### config.mk
export PLATFORM = sky130hd
export DESIGN_NAME = decompose_ctrl
export DESIGN_NICKNAME = d
export VERILOG_FILES = /design/src/rtl/dilithium_pkg.sv /design/src/rtl/decomp_map1.sv /design/src/rtl/decompose_ctrl.sv
export SDC_FILE = /design/constraint.sdc
export NUM_CORES = 1
export LEC_CHECK = 0
export CORE_ASPECT_RATIO = 0.5
export CORE_UTILIZATION = 50
export DETAILED_ROUTE_END_ITERATION = 10
export PLACE_DENSITY_LB_ADDON = 0.1
export SYNTH_ARGS = -nofsm -noshare
export SYNTH_HDL_FRONTEND = slang
export SYNTH_SLANG_ARGS = --single-unit
### constraint.sdc
create_clock -name clk -period 71.9 [get_ports clk]
set_input_delay 14.38 -clock clk [delete_from_list [all_inputs] [get_ports clk]]
set_output_delay 14.38 -clock clk [all_outputs]
set_load 0.01 [all_outputs]
### src/rtl/dilithium_pkg.sv
// Shared constants and FSM encoding for the Dilithium decompose datapath.
package dilithium_pkg;

  localparam int Q         = 8380417;
  localparam int GAMMA2_88 = 95232;
  localparam int GAMMA2_32 = 261888;
  localparam int M_88      = 44;
  localparam int M_32      = 16;
  localparam int N_COEF    = 256;

  typedef enum logic [1:0] {
    ST_IDLE  = 2'd0,
    ST_RUN   = 2'd1,
    ST_DRAIN = 2'd2
  } state_t;

  function automatic logic [18:0] gamma2_of(input logic [2:0] sec);
    return (sec == 3'd2) ? 19'(GAMMA2_88) : 19'(GAMMA2_32);
  endfunction

  function automatic logic [5:0] m_of(input logic [2:0] sec);
    return (sec == 3'd2) ? 6'(M_88) : 6'(M_32);
  endfunction

endpackage

### src/rtl/decomp_map1.sv
// High-bits map: counts rounding thresholds met by din, folding the
// top interval (din >= q - gamma2) back to zero.
module decomp_map1
  import dilithium_pkg::*;
(
  input  logic [2:0]  sec_lvl,
  input  logic [22:0] din,
  output logic [5:0]  dout
);

  logic [18:0] g;

  always_comb begin
    g    = gamma2_of(sec_lvl);
    dout = '0;
    for (int k = 1; k < M_88; k++) begin
      if (int'(din) >= k * 2 * int'(g) - int'(g) + 1)
        dout = dout + 6'd1;
    end
    if (int'(din) >= Q - int'(g))
      dout = '0;
  end

endmodule

### src/rtl/decompose_ctrl.sv
// Streaming decompose of one polynomial: FSM, counters, 2-stage pipe.
// Optional DECOMPOSE_USEHINT_EN adds hint_i and the use-hint r1 fix-up.
module decompose_ctrl
  import dilithium_pkg::*;
#(
  parameter int N     = 256,
  parameter int CNT_W = 9
) (
  input  logic        clk,
  input  logic        rst,
  input  logic [2:0]  sec_lvl,
  input  logic        start,
  input  logic        valid_i,
  output logic        ready_o,
  input  logic [22:0] data_i,
`ifdef DECOMPOSE_USEHINT_EN
  input  logic        hint_i,
`endif
  output logic        valid_o,
  input  logic        ready_i,
  output logic [5:0]  r1_o,
  output logic [18:0] r0_o,
  output logic        last_o,
  output logic        busy,
  output logic        done
);

  state_t state, state_n;

  logic [2:0]       sec_q;
  logic [CNT_W-1:0] in_cnt, out_cnt;
  logic             v1, v2, done_q;
  logic [5:0]       s1_r1, map_r1, r1_fix;
  logic [22:0]      s1_data;
  logic [18:0]      g2, sub, r0_w;
  logic             wrap, adv, in_xfer, out_xfer, start_ok;
`ifdef DECOMPOSE_USEHINT_EN
  logic             s1_hint;
  logic [5:0]       m;
`endif

  decomp_map1 u_map (
    .sec_lvl (sec_q),
    .din     (data_i),
    .dout    (map_r1)
  );

  // One advance signal moves both stages, so a stall never splits them
  assign adv      = !v2 || ready_i;
  assign ready_o  = (state == ST_RUN) && (in_cnt < CNT_W'(N)) && adv;
  assign in_xfer  = valid_i && ready_o;
  assign valid_o  = v2;
  assign out_xfer = v2 && ready_i;
  assign last_o   = v2 && (out_cnt == CNT_W'(N - 1));
  assign busy     = (state != ST_IDLE);
  assign done     = done_q;
  assign start_ok = (state == ST_IDLE) && start;

  always_comb begin
    state_n = state;
    unique case (state)
      ST_IDLE:  if (start) state_n = ST_RUN;
      ST_RUN:   if (in_xfer && in_cnt == CNT_W'(N - 1)) state_n = ST_DRAIN;
      ST_DRAIN: if (out_xfer && last_o) state_n = ST_IDLE;
      default:  state_n = ST_IDLE;
    endcase
  end

  always_ff @(posedge clk or posedge rst) begin
    if (rst) state <= ST_IDLE;
    else     state <= state_n;
  end

  // r0 is computed mod 2^19; the true value lies in [-gamma2, gamma2]
  always_comb begin
    g2     = gamma2_of(sec_q);
    wrap   = s1_data >= (23'(Q) - 23'(g2));
    sub    = wrap ? 19'(Q) : 19'(25'(s1_r1) * 25'({g2, 1'b0}));
    r0_w   = 19'(s1_data) - sub;
    r1_fix = s1_r1;
`ifdef DECOMPOSE_USEHINT_EN
    m = m_of(sec_q);
    if (s1_hint) begin
      if (!r0_w[18] && r0_w != '0)
        r1_fix = (s1_r1 == m - 6'd1) ? '0 : s1_r1 + 6'd1;
      else
        r1_fix = (s1_r1 == '0) ? m - 6'd1 : s1_r1 - 6'd1;
    end
`endif
  end

  always_ff @(posedge clk or posedge rst) begin
    if (rst) begin
      sec_q   <= '0;
      in_cnt  <= '0;
      out_cnt <= '0;
      v1      <= 1'b0;
      v2      <= 1'b0;
      done_q  <= 1'b0;
      s1_r1   <= '0;
      s1_data <= '0;
      r1_o    <= '0;
      r0_o    <= '0;
`ifdef DECOMPOSE_USEHINT_EN
      s1_hint <= 1'b0;
`endif
    end else begin
      done_q <= (state == ST_DRAIN) && out_xfer && last_o;
      if (start_ok) begin
        sec_q   <= sec_lvl;
        in_cnt  <= '0;
        out_cnt <= '0;
      end else begin
        if (in_xfer)  in_cnt  <= in_cnt + CNT_W'(1);
        if (out_xfer) out_cnt <= out_cnt + CNT_W'(1);
      end
      if (adv) begin
        v1 <= in_xfer;
        v2 <= v1;
        if (in_xfer) begin
          s1_r1   <= map_r1;
          s1_data <= data_i;
`ifdef DECOMPOSE_USEHINT_EN
          s1_hint <= hint_i;
`endif
        end
        if (v1) begin
          r1_o <= r1_fix;
          r0_o <= r0_w;
        end
      end
    end
  end

endmodule

==> results of run 1 <==
==> layout make-up <==
| type | instances | share of cell area |
|---|---|---|
| Clock inverter | 3 | 0.001182 |
| Sequential cell | 80 | 0.1260 |
| Inverter | 103 | 0.02442 |
| Clock buffer | 11 | 0.01591 |
| Tap cell | 382 | 0.03009 |
| Timing Repair Buffer | 87 | 0.05057 |
| Multi-Input combinational cell | 1673 | 0.7518 |
==> registers in the layout (all words and copies together), names as in the netlist <==
register	count
valid_o	1
sec_q	3
r1_o	6
done	1
v1	1
r1_fix	6
in_cnt	9
out_cnt	9
r0_o	19
s1_data	23
state	2
==> metal layers <==
metal / GRT usage / up-vias
met3: 0.05209 / 108
li1: - / 7005
met1: 0.4078 / 6630
met4: 0.07461 / 0
met2: 0.4327 / 578
met5: 0 / -
==> per-stage QoR <==
step,instances,setup WS [ns]
final,2339,31.10
after global routing,2339,28.68
after CTS,2339,31.44
after detailed placement,2325,31.16
after global placement,2325,32.09
after floorplan,1938,34.50
==> worst paths after layout <==
kind | cells past startpoint | slack [ns] | from | end
max in group asynchronous | 3 | 56.58 | rst | r1_o[4]
worst min-delay path | 2 | 0.48 | r1_o[1] | r1_o[1]
worst max register to register | 135 | 44.44 | sec_q[2] | r1_fix[5]
min in group asynchronous | 3 | 14.66 | rst | r0_o[4]
worst min register to register | 2 | 0.48 | r1_o[1] | r1_o[1]
worst max-delay path | 131 | 31.10 | data_i[17] | r1_fix[5]
==> critical path, delay by kind of cell <==
kind            cells  cell delay (ns)
xor+xnor           18             3.52
buf+inv             6             1.09
fa+ha+maj          24             7.52
simple gates       28             4.00
compound gates     44             8.40
mux                11             2.07
==> kinds of logic after synthesis <==
kind of cell | share of synthesized area
simple gates | 0.2383
compound gates | 0.2396
xor+xnor | 0.1852
buf+inv | 0.04890
fa+ha+maj | 0.1164
flops | 0.1366
mux | 0.03508
==> synthesized netlist by cell type (17+ instances only) <==
cell type / number
nand2_1: 253
xnor2_1: 160
nor2_1: 146
a21oi_1: 122
o21ai_0: 118
ha_1: 102
inv_1: 99
dfrtp_1: 80
clkbuf_1: 65
xor2_1: 62
nand3_1: 58
nor3_1: 43
a21o_1: 37
mux2i_1: 30
nand4_1: 28
a31oi_1: 26
nand2b_1: 26
and2_1: 23
and3_1: 22
or3_1: 21
fa_1: 20
mux2_2: 19
nor2b_1: 17
o211ai_1: 17
==> out/results.md, run 1 <==
Layout
- **flip-flop and latch area** 2002 sq um
- **post-route design area** 15880 sq um
- **most common cell after layout, fill and taps aside** nand2_1
- **Fill cells** 2764
- **total area of multi-input combinational cells** 11940 sq um
- **final core utilization** 0.5623
- **share of post-route cells with drive strength above 1** 0.06541
- **number of antenna diodes** 0
- **growth of design area from synthesis to finish** 8.347%
- **number of nets at the end of the flow** 2107
- **most frequent cells in the layout** nand2_1 (253), xnor2_1 (160), nor2_1 (146)

Run
- **number of maximum-capacitance violations** 0

Logic synthesis
- **top cells by area, synth** dfrtp_1 (14%), xnor2_1 (9.6%), ha_1 (8.7%)
- **Synth Area per Inst** 7.565 sq um
- **async set-or-reset flop fraction in the synthesized netlist** 1.000
- **Syn Std Cell Area** 14660 sq um
- **leading register cell type out of synthesis** dfrtp_1
- **number of distinct library cells after synthesis** 101
- **proportion of synthesized chip area in sequential cells** 0.1366
- **total of warnings raised by yosys** 0
- **count of flip-flops with a built-in enable after synthesis** 0
- **Synth top area share** 0.1366
- **largest area contributor in the synthesized netlist** dfrtp_1
- **Synthesized Nets** 2091
- **cell count after synthesis** 1938
- **number of register bits inferred by synthesis** 80

Worst setup path
- **CP required** 72.12 ns
- **Setup crit start kind** primary input
- **kind of critical path** primary input to flip-flop
- **data arrival time of the critical path** 41.01 ns
- **largest fanout on the critical path** 18
- **slowest stage cell on the critical path** clkdlybuf4s50_1
- **CP dominant cell by count** ha_1
- **delay of the slowest critical-path stage** 0.74 ns
- **type of destination of the critical path** flip-flop

Floorplan
- **boundary pin count** 61
- **die height** 123.1 microns
- **die width** 244.2 microns
- **Starting Density** 0.5190
- **Core Box Area** 28250 sq um
- **placement row count** 43
- **area of the die** 30050 sq um

Timing
- **Tcrit/Tclk final** 0.5674
- **unrepaired setup endpoints after global routing** false
- **number of pins exceeding their max-slew limit in the final report** 0
- **min Tclk post-route** 40.80 ns
- **final count of negative-setup-slack endpoints** 0
- **actual transition at the worst max-transition pin** 1.077 ns
- **clock skew after layout** 0.007831 ns
- **TNS Setup** 0 ns
- **Max-Slew Margin vs Limit** 0.2792
- **final number of hold-violating endpoints** 0
- **minimum hold slack** 0.4753 ns
- **maximum operating frequency** 0.02451 GHz

Detailed routing
- **1st-pass router iterations** 7
- **number of nets with antenna violations after routing** 0
- **DR vias/cell** 6.123
- **routed wire length** 42690 microns
- **met3 routed WL** 3575 microns
- **via count** 14320
- **violation count after the first detailed-routing iteration** 1297
- **top layer reached by signal wires** met4
- **routed length per placed instance** 18.25 microns
- **DRC** 0
- **wire length on met2** 17330 microns
- **met1 layer wirelength in the final routing** 20740 microns

Global route
- **antenna violations before repair** 0
- **first-pass GRT wire length** 69110 microns
- **pin count of the biggest net entering global routing** 81
- **vias in the first global route** 13120
- **remaining global-route overflow** 0
- **GRT Overall Usage** 0.2830

Clock tree
- **# Post-CTS Setup Buffers** 0
- **count of clock tree sinks** 80
- **clock tree from TritonCTS** yes
- **maximum clock path buffer count** 2
- **Skew-Pair Late Insertion Delay** 0.33 ns
- **total number of H-tree levels** 3
- **CTS clock-pin slew for the worst setup and hold paths** 0.05 ns
- **post_cts resized** 0
- **Inserted Clock Buffers** 9
- **cell chosen for the clock root** clkbuf_16
- **hold-fix buffer count after cts** 0

Place
- **PortBufs** 60
- **instance area after placement** 15610 sq um
- **Routability Congestion** 1.054
- **HPWL reported at the end of detailed placement** 33520 microns

Min path
- **Worst Hold Class** flip-flop to flip-flop

Outcome
- **outcome** finished clean

Power of run 1 is not shown: default switching activity piles up to over one toggle a cycle in this logic, so the estimate is an artifact.
==> run 2: changes to the inputs <==
==> constraint.sdc (replaced) <==
create_clock -name clk -period 34.3 [get_ports clk]
set_input_delay 6.86 -clock clk [delete_from_list [all_inputs] [get_ports clk]]
set_output_delay 6.86 -clock clk [all_outputs]
set_load 0.01 [all_outputs]
==> out/results.md, run 2 (same netlist as run 1, synthesis figures left out) <==
Min path
- **hold worst-path end** done
- **Worst Hold Class** flip-flop to flip-flop
- **hold_sp** state[0]
- **cell depth of the worst hold path** 1, -1

Layout
- **share of post-route cells with drive strength above 1** 0.07379, +0.008385
- **number of nets at the end of the flow** 2113, +0.28%
- **Fill cells** 2741, -0.83%
- **number of antenna diodes** 0, unchanged
- **most common cell after layout, fill and taps aside** nand2_1
- **growth of design area from synthesis to finish** 9.234%
- **largest registers** s1_data x23, r0_o x19
- **most frequent cells in the layout** nand2_1 (253), xnor2_1 (159), nor2_1 (146)
- **number of flip-flops under the largest register name** 23, unchanged
- **post-route design area** 16010 sq um, +0.82%
- **largest register by flop count** s1_data

Timing
- **final count of negative-setup-slack endpoints** 0, unchanged
- **min Tclk post-route** 31.91 ns
- **PnR worst setup slack** 2.392 ns, -28.71 ns
- **maximum operating frequency** 0.03134 GHz
- **final number of hold-violating endpoints** 0, unchanged
- **TNS Setup** 0 ns, unchanged
- **number of pins exceeding their max-slew limit in the final report** 0, unchanged
- **unrepaired setup endpoints after global routing** false
- **clock skew after layout** 0.006164 ns, -0.001667 ns
- **Max-Slew Margin vs Limit** 0.2952, +0.01597
- **Tcrit/Tclk final** 0.9303
- **actual transition at the worst max-transition pin** 1.051 ns, -0.02614 ns

Clock tree
- **total number of H-tree levels** 3, unchanged
- **hold-fix buffer count after cts** 0, unchanged
- **clock tree from TritonCTS** yes
- **CTS clock-pin slew for the worst setup and hold paths** 0.05 ns, about the same
- **Inserted Clock Buffers** 9, unchanged
- **maximum clock path buffer count** 2, unchanged
- **Skew-Pair Late Insertion Delay** 0.34 ns, about the same
- **count of clock tree sinks** 80, unchanged
- **cell chosen for the clock root** clkbuf_16

Worst setup path
- **delay of the slowest critical-path stage** 0.70 ns, -0.04 ns
- **CP dominant cell by count** ha_1
- **reg2reg path depth** 135, unchanged
- **family of cells with the greatest summed delay on the critical path** compound AO/OA/AOI/OAI gates
- **kind of critical path** primary input to flip-flop
- **worst reg2reg startpoint** sec_q[2]
- **Buf/Inv on CP** 6, unchanged
- **Crit. path cell count** 130, -0.76%
- **Setup crit start kind** primary input
- **flop2flop setup slack** 7.84 ns, -36.60 ns
- **slowest stage cell on the critical path** or4_1
- **largest fanout on the critical path** 12, -6
- **capture point of the worst reg-to-reg path** r1_fix[5]
- **startpoint of the most critical setup path** data_i[0]
- **data arrival time of the critical path** 32.13 ns, -8.88 ns
- **CP required** 34.52 ns, -37.60 ns
- **type of destination of the critical path** flip-flop

Floorplan
- **placement row count** 43, unchanged
- **Core Box Area** 28250 sq um, unchanged
- **die width** 244.2 microns, unchanged
- **area of the die** 30050 sq um, unchanged
- **Starting Density** 0.5190, unchanged
- **boundary pin count** 61, unchanged
- **die height** 123.1 microns, unchanged

Place
- **instance area after placement** 15610 sq um, unchanged
- **Setup WS pre-CTS** 1.240 ns, -29.92 ns
- **HPWL reported at the end of detailed placement** 34010 microns, +1.5%
- **PortBufs** 60, unchanged
- **Routability Congestion** 1.063, +0.86%

Detailed routing
- **1st-pass router iterations** 7, unchanged
- **DRC** 0, unchanged
- **violation count after the first detailed-routing iteration** 1457, +12%
- **via count** 14450, +0.88%
- **routed wire length** 43310 microns, +1.5%
- **routed length per placed instance** 18.45 microns, +1.1%
- **DR vias/cell** 6.156, +0.54%
- **number of nets with antenna violations after routing** 0, unchanged

Run
- **number of maximum-capacitance violations** 0, unchanged

Global route
- **global-route met3 utilization** 0.05622, +0.004124
- **GRT Overall Usage** 0.2838, +0.0008160
- **vias in the first global route** 12880, -1.9%
- **remaining global-route overflow** 0, unchanged
- **global-route met1 utilization** 0.4143, +0.006466
- **antenna violations before repair** 0, unchanged
- **pin count of the biggest net entering global routing** 81, unchanged
- **GRT busiest layer** met2
- **first-pass GRT wire length** 68850 microns, -0.38%
- **met2 Resource Use GR** 0.4274, -0.005327

Outcome
- **outcome** finished clean

-- run 2: changes by cell type in the layout (fill, tap and decap cells not counted), moves of 2 or more --
cell / delta
ha_1: -3
o21ai_0: -2
buf_4: +5
ha_2: +3
clkdlybuf4s50_1: -4
dlymetal6s2s_1: +3
-- run 2: what timing repair did --
item	CTS	global route
setup buffers	0	6
resized for setup	0	18
endpoints found under the setup margin	0	5
-- run 2: layout make-up --
type	count	area, sq um	share of cell area
tap	382	478.0	0.02985
inverter	103	387.9	0.02422
timing repair buffer	93	854.6	0.05336
clock buffer	11	252.7	0.01578
multi-input combinational	1673	11990	0.7484
sequential	80	2002	0.1250
clock inverter	5	53.80	0.003360
-- run 2: per-stage QoR --
stage / std cells / hold slack (ns) / utilization
finish: 2347 / 0.4792 / 0.5670
global route: 2347 / 0.5055 / 0.5670
CTS: 2341 / 0.4775 / 0.5636
detailed placement: 2325 / 0.4685 / 0.5527
global placement: 2325 / 0.4616 / 0.5527
floorplan: 1938 / 0.4434 / -
-- run 2: metal layers --
layer,routed length [microns],vias up
met3,3435,80
met2,17850,524
met4,882,0
met1,21140,6796
met5,0,-
li1,-,7047
-- run 2: worst max-delay path by stage --
stage                endpoint  slack, ns
finish              r1_fix[5]       2.39
detailed placement  r1_fix[5]       1.24
global route        r1_fix[5]       0.05
floorplan           r1_fix[5]       4.42
global placement    r1_fix[5]       2.01
CTS                 r1_fix[5]       1.56
Power of run 2 is left out for the same reason.
